===== src/rtl/lcd_pkg.sv =====
// Shared LCD package: panel ID constants, strap codes, detection FSM states.
package lcd_pkg;

    localparam logic [15:0] LCD_ID_4342 = 16'h4342;
    localparam logic [15:0] LCD_ID_7084 = 16'h7084;
    localparam logic [15:0] LCD_ID_7016 = 16'h7016;
    localparam logic [15:0] LCD_ID_4384 = 16'h4384;
    localparam logic [15:0] LCD_ID_1018 = 16'h1018;

    // Strap code is {B7,G7,R7}
    localparam logic [2:0] STRAP_000 = 3'b000;
    localparam logic [2:0] STRAP_001 = 3'b001;
    localparam logic [2:0] STRAP_010 = 3'b010;
    localparam logic [2:0] STRAP_100 = 3'b100;
    localparam logic [2:0] STRAP_101 = 3'b101;

    typedef enum logic [1:0] {
        SETTLE = 2'd0,
        SAMPLE = 2'd1,
        DONE   = 2'd2,
        FAIL   = 2'd3
    } lcd_state_t;

    // Returns {known, id}; unknown codes give {0, 16'h0000}
    function automatic logic [16:0] lcd_decode(input logic [2:0] code);
        logic [16:0] r;
        case (code)
            STRAP_000: r = {1'b1, LCD_ID_4342};
            STRAP_001: r = {1'b1, LCD_ID_7084};
            STRAP_010: r = {1'b1, LCD_ID_7016};
            STRAP_100: r = {1'b1, LCD_ID_4384};
            STRAP_101: r = {1'b1, LCD_ID_1018};
            default:   r = 17'd0;
        endcase
        return r;
    endfunction

endpackage


===== src/rtl/lcd_id_sync.sv =====
// Parameterised-width two-flop synchroniser, asynchronous reset to 0.
module lcd_id_sync #(
    parameter int WIDTH = 3
) (
    input  logic             clk,
    input  logic             rst_n,
    input  logic [WIDTH-1:0] d,
    output logic [WIDTH-1:0] q
);

    logic [WIDTH-1:0] meta_reg;
    logic [WIDTH-1:0] sync_reg;

    // Two back-to-back flops per bit to resolve metastability
    always_ff @(posedge clk or negedge rst_n) begin
        if (!rst_n) begin
            meta_reg <= '0;
            sync_reg <= '0;
        end else begin
            meta_reg <= d;
            sync_reg <= meta_reg;
        end
    end

    assign q = sync_reg;

endmodule


===== src/rtl/lcd_id_reader.sv =====
// Power-up panel detection: release RGB bus, settle, sample and debounce the
// ID straps {B7,G7,R7}, then decode to lcd_id (or flag an error).
module lcd_id_reader
    import lcd_pkg::*;
#(
    parameter int SETTLE_CYCLES = 1000,
    parameter int SAMPLE_COUNT  = 8,
    parameter int SAMPLE_GAP    = 16,
    parameter int MAX_RETRY     = 3
) (
    input  logic        clk,
    input  logic        rst_n,
    input  logic        rescan,
    input  logic [23:0] lcd_rgb_in,
    output logic        lcd_rgb_oe,
    output logic [15:0] lcd_id,
    output logic        id_valid,
    output logic        id_error
);

    localparam int SW = $clog2(SETTLE_CYCLES + 1);
    localparam int CW = $clog2(SAMPLE_COUNT + 1);
    localparam int GW = $clog2(SAMPLE_GAP + 1);
    localparam int RW = $clog2(MAX_RETRY + 2);

    localparam logic [SW-1:0] SETTLE_LAST = SW'(SETTLE_CYCLES - 1);
    localparam logic [CW-1:0] COUNT_LAST  = CW'(SAMPLE_COUNT - 1);
    localparam logic [GW-1:0] GAP_LAST    = GW'(SAMPLE_GAP - 1);
    localparam logic [RW-1:0] RETRY_MAX   = RW'(MAX_RETRY);

    logic [2:0]  strap_raw;
    logic [2:0]  strap_sync;
    logic        unused_rgb;

    lcd_state_t  state_reg, state_next;
    logic [SW-1:0] settle_cnt_reg, settle_cnt_next;
    logic [CW-1:0] sample_cnt_reg, sample_cnt_next;
    logic [GW-1:0] gap_cnt_reg, gap_cnt_next;
    logic [RW-1:0] retry_cnt_reg, retry_cnt_next;
    logic [2:0]    ref_code_reg, ref_code_next;

    logic [15:0] lcd_id_reg, lcd_id_next;
    logic        id_valid_reg, id_valid_next;
    logic        id_error_reg, id_error_next;
    logic        oe_reg, oe_next;
    logic [16:0] ref_decoded;

    assign strap_raw  = {lcd_rgb_in[7], lcd_rgb_in[15], lcd_rgb_in[23]};
    // Remaining pad bits carry pixel data, not straps
    assign unused_rgb = ^{lcd_rgb_in[22:16], lcd_rgb_in[14:8], lcd_rgb_in[6:0]};

    lcd_id_sync #(.WIDTH(3)) u_sync (
        .clk   (clk),
        .rst_n (rst_n),
        .d     (strap_raw),
        .q     (strap_sync)
    );

    assign ref_decoded = lcd_decode(ref_code_reg);

    // State, counters and registered outputs
    always_ff @(posedge clk or negedge rst_n) begin
        if (!rst_n) begin
            state_reg      <= SETTLE;
            settle_cnt_reg <= '0;
            sample_cnt_reg <= '0;
            gap_cnt_reg    <= '0;
            retry_cnt_reg  <= '0;
            ref_code_reg   <= '0;
            lcd_id_reg     <= '0;
            id_valid_reg   <= 1'b0;
            id_error_reg   <= 1'b0;
            oe_reg         <= 1'b0;
        end else begin
            state_reg      <= state_next;
            settle_cnt_reg <= settle_cnt_next;
            sample_cnt_reg <= sample_cnt_next;
            gap_cnt_reg    <= gap_cnt_next;
            retry_cnt_reg  <= retry_cnt_next;
            ref_code_reg   <= ref_code_next;
            lcd_id_reg     <= lcd_id_next;
            id_valid_reg   <= id_valid_next;
            id_error_reg   <= id_error_next;
            oe_reg         <= oe_next;
        end
    end

    // Next-state, counter and output logic; outputs follow the state one cycle
    // later, except that a rescan clears them on the same edge it leaves DONE/FAIL
    always_comb begin
        state_next      = state_reg;
        settle_cnt_next = settle_cnt_reg;
        sample_cnt_next = sample_cnt_reg;
        gap_cnt_next    = gap_cnt_reg;
        retry_cnt_next  = retry_cnt_reg;
        ref_code_next   = ref_code_reg;
        lcd_id_next     = 16'h0000;
        id_valid_next   = 1'b0;
        id_error_next   = 1'b0;
        oe_next         = 1'b0;

        case (state_reg)
            SETTLE: begin
                if (settle_cnt_reg == SETTLE_LAST) begin
                    state_next      = SAMPLE;
                    settle_cnt_next = '0;
                    sample_cnt_next = '0;
                    gap_cnt_next    = '0;
                end else begin
                    settle_cnt_next = settle_cnt_reg + 1'b1;
                end
            end
            SAMPLE: begin
                if (gap_cnt_reg == GAP_LAST) begin
                    gap_cnt_next = '0;
                    if (sample_cnt_reg == '0) begin
                        ref_code_next   = strap_sync;
                        sample_cnt_next = sample_cnt_reg + 1'b1;
                    end else if (strap_sync != ref_code_reg) begin
                        if (retry_cnt_reg < RETRY_MAX) begin
                            retry_cnt_next  = retry_cnt_reg + 1'b1;
                            settle_cnt_next = '0;
                            state_next      = SETTLE;
                        end else begin
                            state_next = FAIL;
                        end
                    end else if (sample_cnt_reg == COUNT_LAST) begin
                        // Unknown codes are a definite answer; retrying cannot help
                        state_next = ref_decoded[16] ? DONE : FAIL;
                    end else begin
                        sample_cnt_next = sample_cnt_reg + 1'b1;
                    end
                end else begin
                    gap_cnt_next = gap_cnt_reg + 1'b1;
                end
            end
            DONE: begin
                if (rescan) begin
                    state_next      = SETTLE;
                    settle_cnt_next = '0;
                    retry_cnt_next  = '0;
                end else begin
                    lcd_id_next   = ref_decoded[15:0];
                    id_valid_next = 1'b1;
                    oe_next       = 1'b1;
                end
            end
            FAIL: begin
                if (rescan) begin
                    state_next      = SETTLE;
                    settle_cnt_next = '0;
                    retry_cnt_next  = '0;
                end else begin
                    id_error_next = 1'b1;
                    oe_next       = 1'b1;
                end
            end
            default: state_next = SETTLE;
        endcase
    end

    assign lcd_rgb_oe = oe_reg;
    assign lcd_id     = lcd_id_reg;
    assign id_valid   = id_valid_reg;
    assign id_error   = id_error_reg;

endmodule


===== config.mk =====
export PLATFORM = sky130hd
export DESIGN_NAME = lcd_id_reader
export DESIGN_NICKNAME = d
export VERILOG_FILES = /design/src/rtl/lcd_pkg.sv /design/src/rtl/lcd_id_sync.sv /design/src/rtl/lcd_id_reader.sv
export SDC_FILE = /design/constraint.sdc
export NUM_CORES = 1
export LEC_CHECK = 0
export BUFFER_PORTS_ARGS = -buffer_cell sky130_fd_sc_hd__buf_2
export CELL_PAD_IN_SITES_DETAIL_PLACEMENT = 1
export CELL_PAD_IN_SITES_GLOBAL_PLACEMENT = 1
export CORE_MARGIN = 4
export CORE_UTILIZATION = 42
export CTS_BUF_LIST = sky130_fd_sc_hd__clkbuf_8 sky130_fd_sc_hd__clkbuf_16
export DETAILED_ROUTE_END_ITERATION = 7
export GPL_ROUTABILITY_DRIVEN = 0
export PLACE_DENSITY = 0.79
export SETUP_SLACK_MARGIN = 0.15
export SLEW_MARGIN = 15
export SYNTH_ARGS = -nofsm -noshare
export SYNTH_HDL_FRONTEND = slang
export SYNTH_SLANG_ARGS = --single-unit

===== constraint.sdc =====
create_clock -name clk -period 2.8 [get_ports clk]
set_clock_uncertainty 0.15 [all_clocks]
set_input_delay 0.56 -clock clk [delete_from_list [all_inputs] [get_ports clk]]
set_output_delay 0.56 -clock clk [all_outputs]
set_load 0.02 [all_outputs]

## Yosys cells after proc, flatten, opt, wreduce, memory -nomap -nowiden

Index checks and enable logic that the tools add are counted.

- Register bits after elaboration: 52
- Input port bits: 27
- Output and inout port bits: 19
- Logic and storage cells: 87

- Add/sub/neg operators: 4
- Order comparisons: 1
- Equal/unequal tests: 20
- Mux-type cells: 38
- Reductions and logical operators: 12

Operators with widths:

| cell | count |
|---|---|
| case mux 17 bit (5 select lines) | 1 |
| 2-to-1 mux 10 bit | 6 |
| 2-to-1 mux 16 bit | 2 |
| case mux 10 bit (3 select lines) | 1 |
| 2-to-1 mux 4 bit | 5 |
| 2-to-1 mux 3 bit | 5 |
| AND reduction 5 bit | 3 |
| 2-to-1 mux 2 bit | 7 |
| adder 10 x 1 -> 10 bit, second input constant | 1 |
| == test 10 bit, second input constant | 1 |
| 2-to-1 mux 5 bit | 2 |
| != test 2 bit, second input constant | 5 |
| case mux 5 bit (2 select lines) | 1 |
| != test 3 bit, second input constant | 3 |
| case mux 4 bit (2 select lines) | 1 |
| == test 3 bit, second input constant | 2 |
| case mux 2 bit (3 select lines) | 1 |
| case mux 3 bit (2 select lines) | 1 |
| AND reduction 6 bit | 1 |
| adder 5 x 1 -> 5 bit, second input constant | 1 |
| == test 5 x 4 -> 1 bit, second input constant | 1 |
| 2-to-1 mux 1 bit | 5 |
| adder 4 x 1 -> 4 bit, second input constant | 1 |
| == test 2 bit, second input constant | 2 |
| 15 further kinds | 16 |

## Logic depth before layout (Yosys ltp)

- Depth after elaboration: 8
- Gate-level depth with buffers: 7
- Depth with buffers taken out: 7

## By module

A second synthesis with hierarchy kept.

- Cells, all modules: 213
- Area, all modules: 2,188.3 µm²

Modules (own cells, without submodules):

| module | instances | cells each | area each (µm²) | seq. area each (µm²) |
|---|---|---|---|---|
| lcd_id_reader | 1 | 207 | 2,038.2 | 1,001.0 |
| lcd_id_sync | 1 | 6 | 150.1 | 150.1 |

## Worst setup path before layout

OpenSTA, ideal clock, no wires.

- Path type: flip-flop to flip-flop
- Start: register sample_cnt_reg[0]
- End: register settle_cnt_reg[1]
- Setup time: 0.121 ns
- Arrival time: 1.698 ns
- Data required time: 2.529 ns
- Slack: 0.831 ns
- Cell stages (with the launch flop): 7
- Path buffers: 0
- Period minus slack after synthesis: 1.969 ns
- Cells stage by stage: dfrtp_1 -> inv_1 -> ha_1 -> nor3b_2 -> or4_4 -> a2bb2oi_4 -> a22o_1

- Longest elaborated chain between the ends: 3

Ends and longest elaborated chain:

| element | line | RTL |
|---|---|---|
| from (decl) | lcd_id_reader.sv:37 | `logic [CW-1:0] sample_cnt_reg, sample_cnt_next;` |
| from (signal assigned) | lcd_id_reader.sv:77 | `sample_cnt_reg <= sample_cnt_next;` |
| logical NOT 4 bit | lcd_id_reader.sv:116 | `if (sample_cnt_reg == '0) begin` |
| != test 2 bit (no line) | -- |  |
| AND reduction 5 bit (no line) | -- |  |
| to (signal assigned) | lcd_id_reader.sv:76 | `settle_cnt_reg <= settle_cnt_next;` |
| to (decl) | lcd_id_reader.sv:36 | `logic [SW-1:0] settle_cnt_reg, settle_cnt_next;` |

Every way passes these cells.
A chain may end at the register's enable or synchronous reset.

## Worst setup path in the final report

- Start: register state_reg[1]
- End: register settle_cnt_reg[3]

- Longest elaborated chain between the ends: 4
- Elaborated cells on any way between the ends: 12
- Classes of those cells: eq/ne: 8; mux: 1; reduce/logical: 3

Ends and longest elaborated chain:

| element | line | RTL |
|---|---|---|
| from (decl) | lcd_id_reader.sv:35 | `lcd_state_t state_reg, state_next;` |
| from (signal assigned) | lcd_id_reader.sv:75 | `state_reg <= state_next;` |
| == test 2 bit | lcd_id_reader.sv:102 | `case (state_reg)` |
| OR reduction 2 bit (no line) | -- |  |
| != test 2 x 1 -> 1 bit (no line) | -- |  |
| AND reduction 5 bit (no line) | -- |  |

Parallel ways exist; a longest one is shown, timed or not.

==> impl_summary.md <==
Outcome
The flow ran to the end, and the final reports show no timing, DRC or antenna violations.

Setup path
In this run the critical register-to-register path is launched from state_reg[1]. STA puts the critical path data arrival time at 2200 ps. The critical path capture point type is a flop. The worst path required time is 2820 ps. The worst register-to-register path has a setup slack of 620 ps. In this run the worst path has a maximum fanout of 12. The critical path is of the reg2reg type. The startpoint type of the worst setup path is a flop.

The worst register-to-register path ends at settle_cnt_reg[3]. The worst reg2reg path depth is 6. Tracing the worst setup path back leads to its startpoint at state_reg[1].

Die
The y dimension of the die is 81.05 um. The floorplan step set the die width to 81.05 um. The die area is 6568 um^2. The I/O pin count is 46.

After floorplanning, the core was sized to cover 5140 um^2. The total number of placement rows is 26. The initial utilization of the core area, before any placement, comes to 0.4360.

Yosys
Yosys attributes the largest share of cell area to sky130_fd_sc_hd__dfrtp_1, sky130_fd_sc_hd__a21oi_1, sky130_fd_sc_hd__o21ai_0. Summed over all instances, the cell type with the most area after synthesis is sky130_fd_sc_hd__dfrtp_1. The post-synthesis async set-or-reset flop share is 1.000. The proportion of synthesized chip area in sequential cells is 0.5137.

The mean instance size in the synthesized netlist is 10.57 um^2. The netlist area before placement is 2241 um^2. After synthesis, the netlist uses 51 different library cells. Of the post-synthesis cell area, the dominant cell type holds 0.5137. The top flip-flop cell by instance count after synthesis is sky130_fd_sc_hd__dfrtp_1. The gate count after technology mapping is 212.

The register bit count reported by yosys is 46. The synthesized design contains 0 enable-type register cells. The number of warnings printed during yosys synthesis is 0.

Global route
The initial antenna violation count is 0. The number of global-route vias before repair is 1,657. Entering global routing, the biggest net connects 47 pins. Global routing finished with a remaining overflow of 0. The first-pass GRT wire length is 7783 um. In the global route stage, overall resource usage came out at 0.1551.

Pwr
The power density of the placed cells is 971.2 nW/um^2. In this run the static leakage power is 1.203 nW. The worst-case IR drop observed on VDD is 0.4329 mV.

STA
The worst-case hold slack is 171.8 ps. The max-slew violation count is 0. The final period demand of the worst path is 2180 ps. The number of hold violations in the final report was 0. Measured against its own limit, the worst slew margin works out to 0.5620.

Setup repair after global routing left no endpoint under its margin. The maximum operating frequency is 0.4587 GHz. The actual slew at the worst max-slew pin is 653.0 ps. The count of final setup violators is 0. The post-route fraction of the period consumed by the critical path is 0.7786. The accumulated negative setup slack is 0 ps.

Route
The post-route DRC violation count is 0. The number of search-and-repair iterations in the first detailed-routing pass is 4. The detailed router placed 1,614 vias in this run.

Using the TritonRoute via totals, the vias-per-cell ratio works out to 5.309. Summed over all layers, the routed wires come to 4309 um. Once detail routing completed, the nets flagged for antenna violations numbered 0.

The routed length per placed instance is 14.17 um. The count of routing violations after the opening detailed-route iteration is 60.

Job
The number of maximum-capacitance violations is 0.

Worst hold path
The path class of the lowest-slack min-delay path is in2async.

Final layout
The net count of the finished layout is 265. The number of antenna diodes in the final layout is 0. Compared with the post-synthesis result, the final layout area differs by 12.73%. In the layout the commonest cells are sky130_fd_sc_hd__dfrtp_1, sky130_fd_sc_hd__buf_2, sky130_fd_sc_hd__nand2_1, sky130_fd_sc_hd__a21oi_1. The share of final-layout standard cells stronger than drive strength 1 is 0.1923.

The library cell used most frequently in the layout, excluding fill and tap cells, is sky130_fd_sc_hd__dfrtp_1.

CTS
The clock latency on the worst-skew pair is 300 ps. CTS saw 46 sinks. Hold repair after CTS inserted 0 buffers. The root buffer cell chosen for the clock tree is sky130_fd_sc_hd__clkbuf_8. The clock input transition at the sequential cells of the worst setup and hold paths is 90 ps. The H-tree level count is 2. In this run, post-CTS repair resized a total of 0 instances.

The buffer levels on the longest clock path is 2. Counting the buffers created by CTS gives 5. The clock tree from TritonCTS is yes. The post-CTS setup-driven buffer insertion count is 0.

Placement
The detailed placement HPWL is 3113 um. The count of buffers added on input and output ports is 19.
-- cell type report --
| cell class | count | area, um^2 |
|---|---|---|
| Clock inverter | 3 | 68.82 |
| Fill cell | 607 | 2614 |
| Sequential cell | 46 | 1151 |
| Inverter | 6 | 22.52 |
| Timing Repair Buffer | 22 | 117.6 |
| Clock buffer | 5 | 68.82 |
| Multi-Input combinational cell | 152 | 1010 |
| Tap cell | 70 | 87.58 |
-- how the worst max path moves through the flow --
| stage | to | slack, ps | cells past startpoint |
|---|---|---|---|
| global placement | settle_cnt_reg[1] | 630 | 6 |
| CTS | settle_cnt_reg[3] | 610 | 6 |
| global route | settle_cnt_reg[5] | 510 | 6 |
| detailed placement | settle_cnt_reg[3] | 620 | 7 |
| floorplan | settle_cnt_reg[1] | 830 | 6 |
| finish | settle_cnt_reg[3] | 620 | 6 |
-- through the flow --
stage          instance area [um^2]  std cells    util  setup slack (ps)  total power [mW]
3_5_place_dp                   2389        296  0.4647             616.8             1.892
5_1_grt                        2526        304  0.4915             513.2             2.668
3_3_place_gp                   2389        296  0.4647             631.2             1.844
2_1_floorplan                  2256        216       -             830.6             1.674
4_1_cts                        2526        304  0.4915             613.8             2.492
6_report                       2526        304  0.4915             619.8             2.453
-- kinds of logic (layout without fill, tap and decap cells) --
| group | Yosys count | count (layout) | synth area share |
|---|---|---|---|
| adder cells (fa/ha/maj) | 5 | 5 | 0.02792 |
| other | 1 | 5 | 0.001673 |
| AND/OR/NAND/NOR | 69 | 69 | 0.1803 |
| AO/OA/AOI/OAI | 56 | 56 | 0.1614 |
| XOR/XNOR | 10 | 10 | 0.03908 |
| multiplexers | 7 | 7 | 0.03350 |
| flip-flops | 46 | 46 | 0.5137 |
| buffers and inverters | 18 | 36 | 0.04243 |
-- Yosys cell counts, types with 2 or more instances --
master                     number
sky130_fd_sc_hd__o31ai_1        2
sky130_fd_sc_hd__xor2_1         4
sky130_fd_sc_hd__a21o_1         2
sky130_fd_sc_hd__o21a_1         2
sky130_fd_sc_hd__nand3_1        5
sky130_fd_sc_hd__nand4_1        2
sky130_fd_sc_hd__clkbuf_1       3
sky130_fd_sc_hd__dfrtp_1       46
sky130_fd_sc_hd__nor2b_1        4
sky130_fd_sc_hd__nand2_1       17
sky130_fd_sc_hd__xnor2_1        6
sky130_fd_sc_hd__a21oi_1       14
sky130_fd_sc_hd__and3_1         2
sky130_fd_sc_hd__nor3_1         7
sky130_fd_sc_hd__o21ai_0       13
sky130_fd_sc_hd__nand2b_1       6
sky130_fd_sc_hd__ha_1           5
sky130_fd_sc_hd__mux2_2         4
sky130_fd_sc_hd__buf_4          7
sky130_fd_sc_hd__o21ai_1        9
sky130_fd_sc_hd__inv_1          6
sky130_fd_sc_hd__a22o_1         3
sky130_fd_sc_hd__nor2_1        13
sky130_fd_sc_hd__mux2i_1        3
-- worst max-delay path, cell delays in order (launching register included) --
cell and delay [ps]:
sky130_fd_sc_hd__dfrtp_1 520, sky130_fd_sc_hd__or2b_4 300, sky130_fd_sc_hd__inv_1 90, sky130_fd_sc_hd__or4_4 550, sky130_fd_sc_hd__a2bb2oi_4 200, sky130_fd_sc_hd__o21ai_1 150
sky130_fd_sc_hd__o31ai_1 80
-- routing by layer --
layer  vias to the layer above  part of all wire  GRT usage
met5                         -                 0          0
met4                         0             0.016    0.05574
met3                         8             0.033    0.03991
met2                        22              0.48     0.2479
met1                       809              0.47     0.2034
li1                        775                 -          -
-- report_power, final --
part           total, mW  switching, mW  internal [mW]
clock network      0.581          0.224          0.357
logic              0.861          0.472          0.389
registers           1.01          0.210          0.801
No activity file was read; power rests on OpenSTA's default activity.
